**src/rtl/control_riesgos_pkg.sv**
```systemverilog
// Shared pipeline constants for the hazard control unit: FSM encodings,
// counter widths, memory timeout limit and the register-dependence helper.
package control_riesgos_pkg;

    typedef enum logic {
        CORRE  = 1'b0,
        ESPERA = 1'b1
    } estado_t;

    localparam int ANCHO_ESPERA   = 8;
    localparam int ANCHO_CONTADOR = 16;

    localparam logic [ANCHO_ESPERA-1:0] LIMITE_ESPERA = 8'd255;

    // Register zero is hard-wired, so it never creates a dependence.
    function automatic logic depende(
        input logic [4:0] r,
        input logic [4:0] rs,
        input logic [4:0] rt
    );
        return (r != 5'd0) && ((r == rs) || (r == rt));
    endfunction

endpackage

```
**src/rtl/control_riesgos_contador_sat.sv**
```systemverilog
// Saturating up-counter with synchronous clear and count enable.
module contador_sat #(
    parameter int ANCHO = 8
) (
    input  logic             clk,
    input  logic             reset,
    input  logic             clr,
    input  logic             en,
    output logic [ANCHO-1:0] cuenta
);

    localparam logic [ANCHO-1:0] UNO   = {{(ANCHO-1){1'b0}}, 1'b1};
    localparam logic [ANCHO-1:0] MAXIMO = {ANCHO{1'b1}};

    // Count register: clear wins over enable, and the count sticks at all-ones.
    always_ff @(posedge clk or posedge reset) begin
        if (reset) begin
            cuenta <= {ANCHO{1'b0}};
        end else if (clr) begin
            cuenta <= {ANCHO{1'b0}};
        end else if (en && (cuenta != MAXIMO)) begin
            cuenta <= cuenta + UNO;
        end else begin
            cuenta <= cuenta;
        end
    end

endmodule

```
**src/rtl/control_riesgos.sv**
```systemverilog
// Pipeline hazard control: load-use / branch bubbles, taken-branch flush,
// full-pipeline freeze on data-memory wait, with statistics and timeout flag.
module control_riesgos
    import control_riesgos_pkg::*;
(
    input  logic        clk,
    input  logic        reset,
    input  logic [4:0]  RsD,
    input  logic [4:0]  RtD,
    input  logic [4:0]  RdEx,
    input  logic [4:0]  RdMem,
    input  logic        EscEx,
    input  logic        LeeMemEx,
    input  logic        EscMem,
    input  logic        LeeMemMem,
    input  logic        SaltoD,
    input  logic        TomadoD,
    input  logic        AccesoMem,
    input  logic        MemListo,
    output logic        StallF,
    output logic        StallD,
    output logic        StallE,
    output logic        StallM,
    output logic        FlushD,
    output logic        FlushE,
    output logic [15:0] ContBurbujas,
    output logic [15:0] ContEspera,
    output logic        ErrorMem
);

    estado_t                   estado_r;
    estado_t                   estadoSig_s;
    logic                      congelar_s;
    logic                      burbuja_s;
    logic                      clrEspera_s;
    logic                      incEspera_s;
    logic [ANCHO_ESPERA-1:0]   cuentaEspera_s;
    logic                      errorMem_r;
    logic                      unused_s;

    // A Memory-stage write that is not a load is already forwarded, so only
    // LeeMemMem matters there; EscMem is carried for interface completeness.
    assign unused_s = EscMem;

    assign congelar_s = AccesoMem && !MemListo;
    assign burbuja_s  = !congelar_s &&
                        ((LeeMemEx && depende(RdEx, RsD, RtD)) ||
                         (SaltoD && EscEx && depende(RdEx, RsD, RtD)) ||
                         (SaltoD && LeeMemMem && depende(RdMem, RsD, RtD)));

    assign clrEspera_s = (estado_r == CORRE);
    assign incEspera_s = (estado_r == ESPERA) && congelar_s;

    // FSM state register.
    always_ff @(posedge clk or posedge reset) begin
        if (reset) begin
            estado_r <= CORRE;
        end else begin
            estado_r <= estadoSig_s;
        end
    end

    // Next state plus stall/flush outputs; freeze beats bubble beats flush.
    always_comb begin
        estadoSig_s = estado_r;
        StallF      = 1'b0;
        StallD      = 1'b0;
        StallE      = 1'b0;
        StallM      = 1'b0;
        FlushD      = 1'b0;
        FlushE      = 1'b0;

        case (estado_r)
            CORRE: begin
                if (congelar_s) begin
                    estadoSig_s = ESPERA;
                end else begin
                    estadoSig_s = CORRE;
                end
            end
            ESPERA: begin
                if (!congelar_s) begin
                    estadoSig_s = CORRE;
                end else begin
                    estadoSig_s = ESPERA;
                end
            end
            default: begin
                estadoSig_s = CORRE;
            end
        endcase

        if (congelar_s) begin
            StallF = 1'b1;
            StallD = 1'b1;
            StallE = 1'b1;
            StallM = 1'b1;
        end else if (burbuja_s) begin
            StallF = 1'b1;
            StallD = 1'b1;
            FlushE = 1'b1;
        end else if (SaltoD && TomadoD) begin
            FlushD = 1'b1;
        end else begin
            FlushD = 1'b0;
        end
    end

    // Sticky timeout: raised on the edge where the wait count hits the limit.
    always_ff @(posedge clk or posedge reset) begin
        if (reset) begin
            errorMem_r <= 1'b0;
        end else if (incEspera_s && (cuentaEspera_s == (LIMITE_ESPERA - 8'd1))) begin
            errorMem_r <= 1'b1;
        end else begin
            errorMem_r <= errorMem_r;
        end
    end

    assign ErrorMem = errorMem_r;

    contador_sat #(.ANCHO(ANCHO_ESPERA)) u_contEspera (
        .clk    (clk),
        .reset  (reset),
        .clr    (clrEspera_s),
        .en     (incEspera_s),
        .cuenta (cuentaEspera_s)
    );

    contador_sat #(.ANCHO(ANCHO_CONTADOR)) u_contBurbujas (
        .clk    (clk),
        .reset  (reset),
        .clr    (1'b0),
        .en     (burbuja_s),
        .cuenta (ContBurbujas)
    );

    contador_sat #(.ANCHO(ANCHO_CONTADOR)) u_contCongelado (
        .clk    (clk),
        .reset  (reset),
        .clr    (1'b0),
        .en     (congelar_s),
        .cuenta (ContEspera)
    );

endmodule

```
**config.mk**
```make
export PLATFORM = sky130hd
export DESIGN_NAME = control_riesgos
export DESIGN_NICKNAME = d
export VERILOG_FILES = /design/src/rtl/control_riesgos_pkg.sv /design/src/rtl/control_riesgos_contador_sat.sv /design/src/rtl/control_riesgos.sv
export SDC_FILE = /design/constraint.sdc
export NUM_CORES = 1
export LEC_CHECK = 0
export ABC_AREA = 1
export BUFFER_PORTS_ARGS = -buffer_cell sky130_fd_sc_hd__buf_2
export CAP_MARGIN = 40
export CORE_UTILIZATION = 55
export CTS_CLUSTER_DIAMETER = 60
export DETAILED_ROUTE_END_ITERATION = 6
export PLACE_DENSITY = 0.82
export SLEW_MARGIN = 20
export SYNTH_ARGS = -nofsm -noshare
export SYNTH_HDL_FRONTEND = slang
export SYNTH_SLANG_ARGS = --single-unit
```
**constraint.sdc**
```tcl
create_clock -name clk -period 2.4 [get_ports clk]
set_input_delay 0.36 -clock clk [delete_from_list [all_inputs] [get_ports clk]]
set_output_delay 0.36 -clock clk [all_outputs]
set_load 0.02 [all_outputs]
```
* Word level (Yosys, flattened, before mapping)
Cells that the tools add are included.
Word-level totals: logic and storage cells 49, memory bits (writable) 0, register bits after elaboration 42, ROM bits 0, bits of input ports 30, output and inout bits 39, memories 0, bits in latches 0
Operators by class: equal/unequal tests 9, divide/modulo/power cells 0, $lt $le $gt $ge 0, multiplexer cells 9, shift-type cells 0, reduce and logical (&&, ||, !) cells 23, bitwise operators 0, add/sub/neg operators 3, $mul 0
Operator list (count):
- $add A16 B1 Y16 const B | 2
- $ne A16 B16 Y1 const B | 2
- $eq A5 B5 Y1 | 4
- $mux W8 | 2
- $logic_and A1 B1 Y1 | 15
- $reduce_bool A5 Y1 | 2
- $add A8 B1 Y8 const B | 1
- $eq A8 B8 Y1 const B | 1
- $ne A8 B8 Y1 const B | 1
- $mux W1 | 7
- $logic_or A1 B1 Y1 | 4
- $logic_not A1 Y1 | 2
- $ne A2 B1 Y1 const B | 1

* Longest topological paths before layout
Gate-level depths: netlist of run 1.
depth after elaboration 9, gate-level depth with buffers 12, gate-level depth less buffers 11

* Cells and area by module
A second synthesis of run 1 with hierarchy kept.
Unflattened totals: cell total of the unflattened synthesis 499, area total of the unflattened synthesis 3210.6 sq um
Modules (own cells, without submodules):
- contador_sat at u_contBurbujas ... | area an instance 1083.5 sq um, seq. area each 400.4 sq um, instances 2, cells each 159
- control_riesgos | area an instance 536.8 sq um, seq. area each 50.0 sq um, instances 1, cells each 112
- contador_sat at u_contEspera | area an instance 506.7 sq um, seq. area each 200.2 sq um, instances 1, cells each 69

* Worst setup path before layout of run 1
Ideal clock, no wire load.
path kind input port to output port, start point input port AccesoMem, end point output port StallF, data arrival time 1.507 ns, path slack 0.533 ns, cell stages on the path 5, path buffers 1, data required time 2.040 ns, path through inv_1 > nor2_2 > clkinv_1 > nand2_1 > buf_4
On the way: cells in the longest elaborated chain, start to end 5
Ends and longest elaborated chain:
- start, declared | line control_riesgos.sv:18 | input logic AccesoMem,
- $logic_and A1 B1 Y1 * | line control_riesgos.sv:45 | assign congelar_s = AccesoMem && !MemListo;
- $logic_not A1 Y1
- $logic_and A1 B1 Y1 | line control_riesgos.sv:46 | assign burbuja_s = !congelar_s &&
- $mux W1
- $mux W1 *
- end, declared | line control_riesgos.sv:20 | output logic StallF,
Every way passes the cells marked *; elsewhere a longest branch is shown, timed or not.

* Worst setup path in the final report of run 1
start point register u_contCongelado.cuenta[0], end point register u_contCongelado.cuenta[2]
On the way: cells in the longest elaborated chain, start to end 2, elaborated cells on any way between the ends 3, those cells by class add/sub: 1; eq/ne: 1; reduce/logical: 1
Ends and longest elaborated chain:
- start, declared | line control_riesgos_contador_sat.sv:9 | output logic [ANCHO-1:0] cuenta
- start signal, assigned | line control_riesgos_contador_sat.sv:18 | cuenta <= {ANCHO{1'b0}};
- start signal, assigned | line control_riesgos_contador_sat.sv:20 | cuenta <= {ANCHO{1'b0}};
- start signal, assigned | line control_riesgos_contador_sat.sv:22 | cuenta <= cuenta + UNO;
- branches (longest 2 deep; another with $add A16 B1 Y16)
Parallel ways; which one is timed is not known. A chain may end at the register's enable or synchronous reset.

==> results of run 1 <==
[sequential cells by signal (all words and copies together) (netlist names)]
| signal | cells |
|---|---|
| u_contCongelado.cuenta | 16 |
| u_contBurbujas.cuenta | 16 |
| ErrorMem | 1 |
| u_contEspera.cuenta | 8 |
| estado_r | 1 |
[report_power, final]
group	internal [mW]	total (mW)	switching [mW]
Combinational	0.177	0.502	0.326
Sequential	0.783	0.884	0.101
Clock	0.310	0.554	0.243
Total	1.27	1.94	0.671
[placed cells by master (no fill, tap or decap), drive strengths merged]
| cell | netlist | routed |
|---|---|---|
| o22ai | 2 | 2 |
| clkinv | 1 | 1 |
| clkbuf | 1 | 6 |
| a21oi | 3 | 3 |
| inv | 52 | 52 |
| clkinvlp | 0 | 1 |
| nor2 | 43 | 43 |
| dfrtp | 42 | 42 |
| mux2i | 1 | 1 |
| nand4 | 23 | 23 |
| nand2 | 139 | 139 |
| nand3b | 2 | 2 |
| o21bai | 1 | 1 |
| a2bb2oi | 1 | 1 |
| o21ai | 8 | 8 |
| nand3 | 26 | 26 |
| and2 | 1 | 1 |
| nor3 | 12 | 12 |
| buf | 8 | 70 |
| xnor2 | 13 | 13 |
| bufinv | 0 | 1 |
| ha | 4 | 4 |
| a31oi | 1 | 1 |
| nor4 | 2 | 2 |
| xor2 | 19 | 19 |
[worst max path at each step]
| stage | start | endpoint | slack [ns] | depth (start not counted) |
|---|---|---|---|---|
| after floorplan | AccesoMem | StallF | 0.53 | 5 |
| after global placement | u_contCongelado.cuenta[0] | u_contCongelado.cuenta[2] | 0.57 | 8 |
| after detailed placement | u_contCongelado.cuenta[0] | u_contCongelado.cuenta[2] | 0.54 | 8 |
| after CTS | u_contCongelado.cuenta[0] | u_contCongelado.cuenta[2] | 0.52 | 8 |
| after global routing | u_contCongelado.cuenta[0] | u_contCongelado.cuenta[3] | 0.32 | 8 |
| final | u_contCongelado.cuenta[0] | u_contCongelado.cuenta[2] | 0.54 | 8 |
[routing by layer]
layer	track usage [%]	share of wire, %	vias to the layer above
met1	31.3	46	1234
li1	-	-	1416
met5	0	0	-
met4	7.48	1.1	0
met2	41.5	47	79
met3	5.01	5.1	8
[critical path, stage by stage (launching register included)]
cell	delay, ns
dfrtp_1	0.39
ha_1	0.22
nand3_1	0.16
nor2_2	0.19
nand4_1	0.09
nand2_1	0.32
inv_2	0.18
nand2_1	0.11
xor2_1	0.14
[metrics by stage]
stage	cell area, µm²	total power, mW	std cells	hold WS, ns	setup WS (ns)
3_3_place_gp	3230	1.38	533	0.474	0.571
3_5_place_dp	3230	1.40	533	0.465	0.543
2_1_floorplan	2850	1.23	405	0.486	0.533
4_1_cts	3340	1.96	541	0.203	0.518
6_report	3340	1.94	541	0.181	0.537
5_1_grt	3340	2.06	541	0.240	0.320
[kinds of logic after synthesis]
family / synth area share [%]
AOI/OAI and AO/OA: 3.16
and+or+nand+nor: 39.0
muxes: 0.351
buffers and inverters: 9.00
DFF: 36.9
adders and majority gates: 1.76
xor gates and xnor gates: 9.83
[area by class of cell]
cell class / count / area, µm²
multi-input combinational: 301 / 1540
fill: 411 / 1500
sequential: 42 / 1050
timing repair buffer: 70 / 358
inverter: 53 / 199
tap: 67 / 83.8
clock buffer: 6 / 72.6
clock inverter: 2 / 37.5
==> impl_metrics.csv, run 1 <==
group,metric,value,unit
timing,skew,0.00952,ns
drt,routed_wl,6.25,mm
timing,post-route-period-util,77.6,%
clocking,postCtsSetupRepairBufs,0,
clocking,cts_max_path_buffers,2,
drt,vias_per_cell,5.06,
yosys,synth_top_area_cell,"dfrtp_1",
timing,rsz0062_at_grt,"false",
yosys,syn_avg_cell_area,7.04,µm²
finish,drive_gt1_share,19.8,%
grt,grt_pass1_wl,10.4,mm
critical_path,cp-end-kind,"flop",
finish,areaGrowthSynthToFinish,17.3,%
critical_path,worstPathMaxFanout,11,
yosys,ys_async_sr_fraction,100,%
finish,num_antenna_cells,0,
pwr,peakVddDrop,0.000582,V
clocking,clkLatencyLatePin,0.30,ns
yosys,synth_warnings,0,
drt,antenna_left,0,
floorplanning,die_w,74.0,µm
drt,drc,0,
grt,grt_max_degree,43,
floorplanning,ioPinCount,69,
yosys,synth.distinct_cells,33,
floorplanning,rows,25,
clocking,cts_tree,"yes",
clocking,htreeDepth,2,
placement,dpl.hpwl,4.66,mm
floorplanning,start_util,58.8,%
floorplanning,die_h,74.0,µm
critical_path,r2r-end,"u_contCongelado.cuenta[2]",
timing,tns,0,ns
timing,tightest_slew,0.523,ns
grt,grt_pass1_vias,2445,
yosys,ys_seq_area_share,36.9,%
timing,hold_violations,0,
floorplanning,core-area,4850,µm²
yosys,synth_most_common_cell,"nand2_1",
yosys,netlist.area_leader.share,36.9,%
timing,slew_headroom,65.1,%
yosys,synth_fp_nets,439,
grt,grt_use_total,24.4,%
clocking,clkSlewWorstSetupHoldPaths,0.08,ns
finish,fin_util,69.0,%
critical_path,r2r-start,"u_contCongelado.cuenta[0]",
drt,drt-pass1-iter-count,4,
yosys,netlist_area,2850,µm²
yosys,synth_cells,405,
grt,grt-ovfl-total,0,
drt,first_iter_violations,135,
clocking,ctsResizeCount,0,
clocking,cts.sinks,42,
floorplanning,dieArea,5470,µm²
critical_path,worst_setup_path_start_kind,"flop",
critical_path,worstPathRequired,2.63,ns
drt,route.vias.total,2737,
critical_path,reg2reg_slack,0.54,ns
placement,gp_congestion,0.900,
yosys,synth_edf_count,0,
timing,slew_viol_final,0,
outcome,outcome,"complete, no violations",
timing,max_freq,537,MHz
yosys,synth_common_cells,"137 x nand2_1, 46 x inv_1, 42 x dfrtp_1, 39 x nor2_1, 24 x nand3_1",
yosys,synth.area.top_cells,"dfrtp_1 37%, nand2_1 18%, inv_1 6.1%",
clocking,numCtsBuffers,5,
clocking,holdBufCountCts,0,
clocking,cts-root-buf,"clkbuf_8",
flow_run,max-cap-violations,0,
pwr,p_leak,1.80,nW
critical_path,reg2regPathDepth,8,
timing,setup-violations-final,0,
timing,layout_min_cycle_time,1.86,ns
drt,wl_per_cell,11.5,µm
worst_hold_path,hold_path_class,"in2async",
placement,port-buffer-count,67,
yosys,synth_seq_cells,42,
grt,antenna_found_initial,0,
critical_path,critPathArrivalTime,2.09,ns
critical_path,worst-setup-path-type,"reg2reg",
pwr,p_per_area,580,nW/µm²
yosys,ys.flop_type,"dfrtp_1",
finish,fin_nets,507,
Power figures use the tool's default switching activity.
==> run 2: changes to the inputs <==
--- a/config.mk
+++ b/config.mk
@@ -8,10 +8,10 @@
 export ABC_AREA = 1
 export BUFFER_PORTS_ARGS = -buffer_cell sky130_fd_sc_hd__buf_2
 export CAP_MARGIN = 40
-export CORE_UTILIZATION = 55
+export CORE_UTILIZATION = 54
 export CTS_CLUSTER_DIAMETER = 60
 export DETAILED_ROUTE_END_ITERATION = 6
-export PLACE_DENSITY = 0.82
+export PLACE_DENSITY = 0.8
 export SLEW_MARGIN = 20
 export SYNTH_ARGS = -nofsm -noshare
 export SYNTH_HDL_FRONTEND = slang
==> constraint.sdc (replaced) <==
create_clock -name clk -period 1.9 [get_ports clk]
set_input_delay 0.285 -clock clk [delete_from_list [all_inputs] [get_ports clk]]
set_output_delay 0.285 -clock clk [all_outputs]
set_load 0.02 [all_outputs]
==> run 2 against run 1 <==
Effect of this change:
- non-clock buffer count is 7 higher
- register-to-register slack worse by 0.37 ns
- setup slack worse by 0.37 ns
- combinational power is 37% higher
- routed wire length is 6.4% higher
- first-iteration DRC count is 25% lower
- die area is 1.8% higher
- fmax is 7.2% higher
- sequential power is 27% higher
- sequential cell count stayed put
- sequential share of layout area is 0.72 points lower
- largest power group unchanged
- highest routed layer unchanged
==> impl_metrics.csv, run 2 (synthesized netlist as in run 1, its figures left out) <==
group,metric,value,unit
placement,dp_cells,543,
drt,route.vias.total,2843,
critical_path,reg2reg_slack,0.16,ns
floorplanning,dieArea,5570,µm²
drt,highest_layer,"met4",
drt,vias_per_cell,5.16,
critical_path,crit_start,"u_contCongelado.cuenta[0]",
clocking,clkSlewWorstSetupHoldPaths,0.08,ns
timing,slew_headroom,64.9,%
clocking,numCtsBuffers,5,
pwr,p_leak,1.85,nW
placement,postPlaceCellArea,3300,µm²
pwr,peakVddDrop,0.000809,V
clocking,ctsResizeCount,0,
timing,hold_violations,0,
clocking,htreeDepth,2,
finish,final_cell_mix,"136 x nand2_1, 67 x buf_2, 46 x inv_1",
critical_path,r2r-end,"u_contCongelado.cuenta[2]",
finish,final.fill_count,451,
timing,layout_min_cycle_time,1.74,ns
timing,skew,0.00469,ns
timing,max_freq,575,MHz
grt,grt_use_total,25.7,%
finish,fin_nets,514,
clocking,clkLatencyLatePin,0.30,ns
grt,grt_pass1_wl,11.0,mm
critical_path,cp-end-kind,"flop",
floorplanning,die_h,74.7,µm
flow_run,max-cap-violations,0,
drt,antenna_left,0,
clocking,postCtsSetupRepairBufs,0,
critical_path,worstPathMaxFanout,11,
grt,grt-ovfl-total,0,
drt,wl_per_cell,12.1,µm
critical_path,reg2regPathDepth,8,
critical_path,r2r-start,"u_contCongelado.cuenta[0]",
critical_path,cp-endpoint,"u_contCongelado.cuenta[2]",
finish,num_antenna_cells,0,
clocking,cts_max_path_buffers,2,
finish,drive_gt1_share,21.4,%
outcome,outcome,"complete, no violations",
placement,port-buffer-count,67,
timing,post-route-period-util,91.5,%
finish,areaGrowthSynthToFinish,20.1,%
grt,antenna_found_initial,0,
drt,routed_wl,6.65,mm
pwr,p_per_area,738,nW/µm²
critical_path,worstPathRequired,2.12,ns
placement,dpl.hpwl,4.88,mm
finish,reg_top3,"u_contBurbujas.cuenta (16), u_contCongelado.cuenta (16), u_contEspera.cuenta (8)",
grt,grt_pass1_vias,2586,
floorplanning,die_w,74.7,µm
timing,slew_viol_final,0,
finish,fin_area,3420,µm²
timing,tns,0,ns
grt,grt_max_degree,43,
timing,rsz0062_at_grt,"false",
critical_path,critPathArrivalTime,1.96,ns
timing,tightest_slew,0.526,ns
worst_hold_path,hold_path_class,"in2async",
drt,drt-pass1-iter-count,4,
critical_path,worst_setup_path_start_kind,"flop",
drt,drc,0,
floorplanning,rows,26,
clocking,cts_tree,"yes",
clocking,cts-root-buf,"clkbuf_8",
drt,first_iter_violations,101,
floorplanning,core-area,5110,µm²
floorplanning,start_util,55.8,%
drt,met2_length,3.23,mm
clocking,holdBufCountCts,0,
timing,setup-violations-final,0,
clocking,cts.sinks,42,
finish,mostFrequentLayoutCell,"nand2_1",
placement,gp_congestion,0.868,
timing,hold-worst-slack,0.102,ns
floorplanning,ioPinCount,69,
drt,wl_met3,377,µm
critical_path,worst-setup-path-type,"reg2reg",
finish,final-instance-count-excl-fill,551,
drt,wl_met1,2.95,mm
-- run 2: cell count changes in the layout (fill, tap and decap cells not counted) --
cell        delta
inv_6          +1
buf_12         +1
nand2_4        +1
clkinv_2       +1
buf_4          +6
clkbuf_1       -1
nand2_1        -1
clkinvlp_4     -1
-- run 2: how the worst min path moves through the flow --
stage,startpoint,end,slack [ns],cells after the start
after floorplan,MemListo,estado_r,0.43,1
after global placement,reset,u_contCongelado.cuenta[10],0.44,3
after detailed placement,reset,ErrorMem,0.45,3
after CTS,reset,u_contCongelado.cuenta[10],0.12,3
after global routing,reset,u_contCongelado.cuenta[10],0.15,3
final,reset,ErrorMem,0.10,3
-- run 2: cell type report --
class                   instances  area (µm²)  share of cell area (%)
clock buffers                   5        68.8                    2.01
flip-flops and latches         42        1050                    30.7
well taps                      70        87.6                    2.56
inverters                      53         199                    5.81
clock inverters                 3        43.8                    1.28
multi-input cells             301        1550                    45.3
repair buffers                 77         423                    12.4
-- run 2: critical path, stage by stage, from the launching register on --
cell     delay [ns]
dfrtp_1        0.40
ha_1           0.23
nand3_1        0.14
nor2_2         0.19
nand4_1        0.16
nand2_4        0.16
inv_2          0.11
nand2_1        0.10
xor2_1         0.17
-- run 2: power by group --
part / internal (mW) / switching (mW)
clock network: 0.394 / 0.324
logic: 0.245 / 0.442
registers: 0.989 / 0.132
total: 1.63 / 0.898
-- run 2: metrics by stage --
stage	power [mW]	util [%]	setup WS, ns
detailed placement	1.81	64.7	0.112
global placement	1.78	64.7	0.188
global route	2.67	67.0	0.00773
finish	2.53	67.0	0.162
CTS	2.54	66.9	0.0474
floorplan	1.55	-	0.181
-- run 2: metal layers --
| metal | up-vias | GRT usage, % |
|---|---|---|
| li1 | 1432 | - |
| met1 | 1294 | 34.4 |
| met2 | 105 | 42.0 |
| met3 | 12 | 4.55 |
| met4 | 0 | 9.64 |
| met5 | - | 0 |
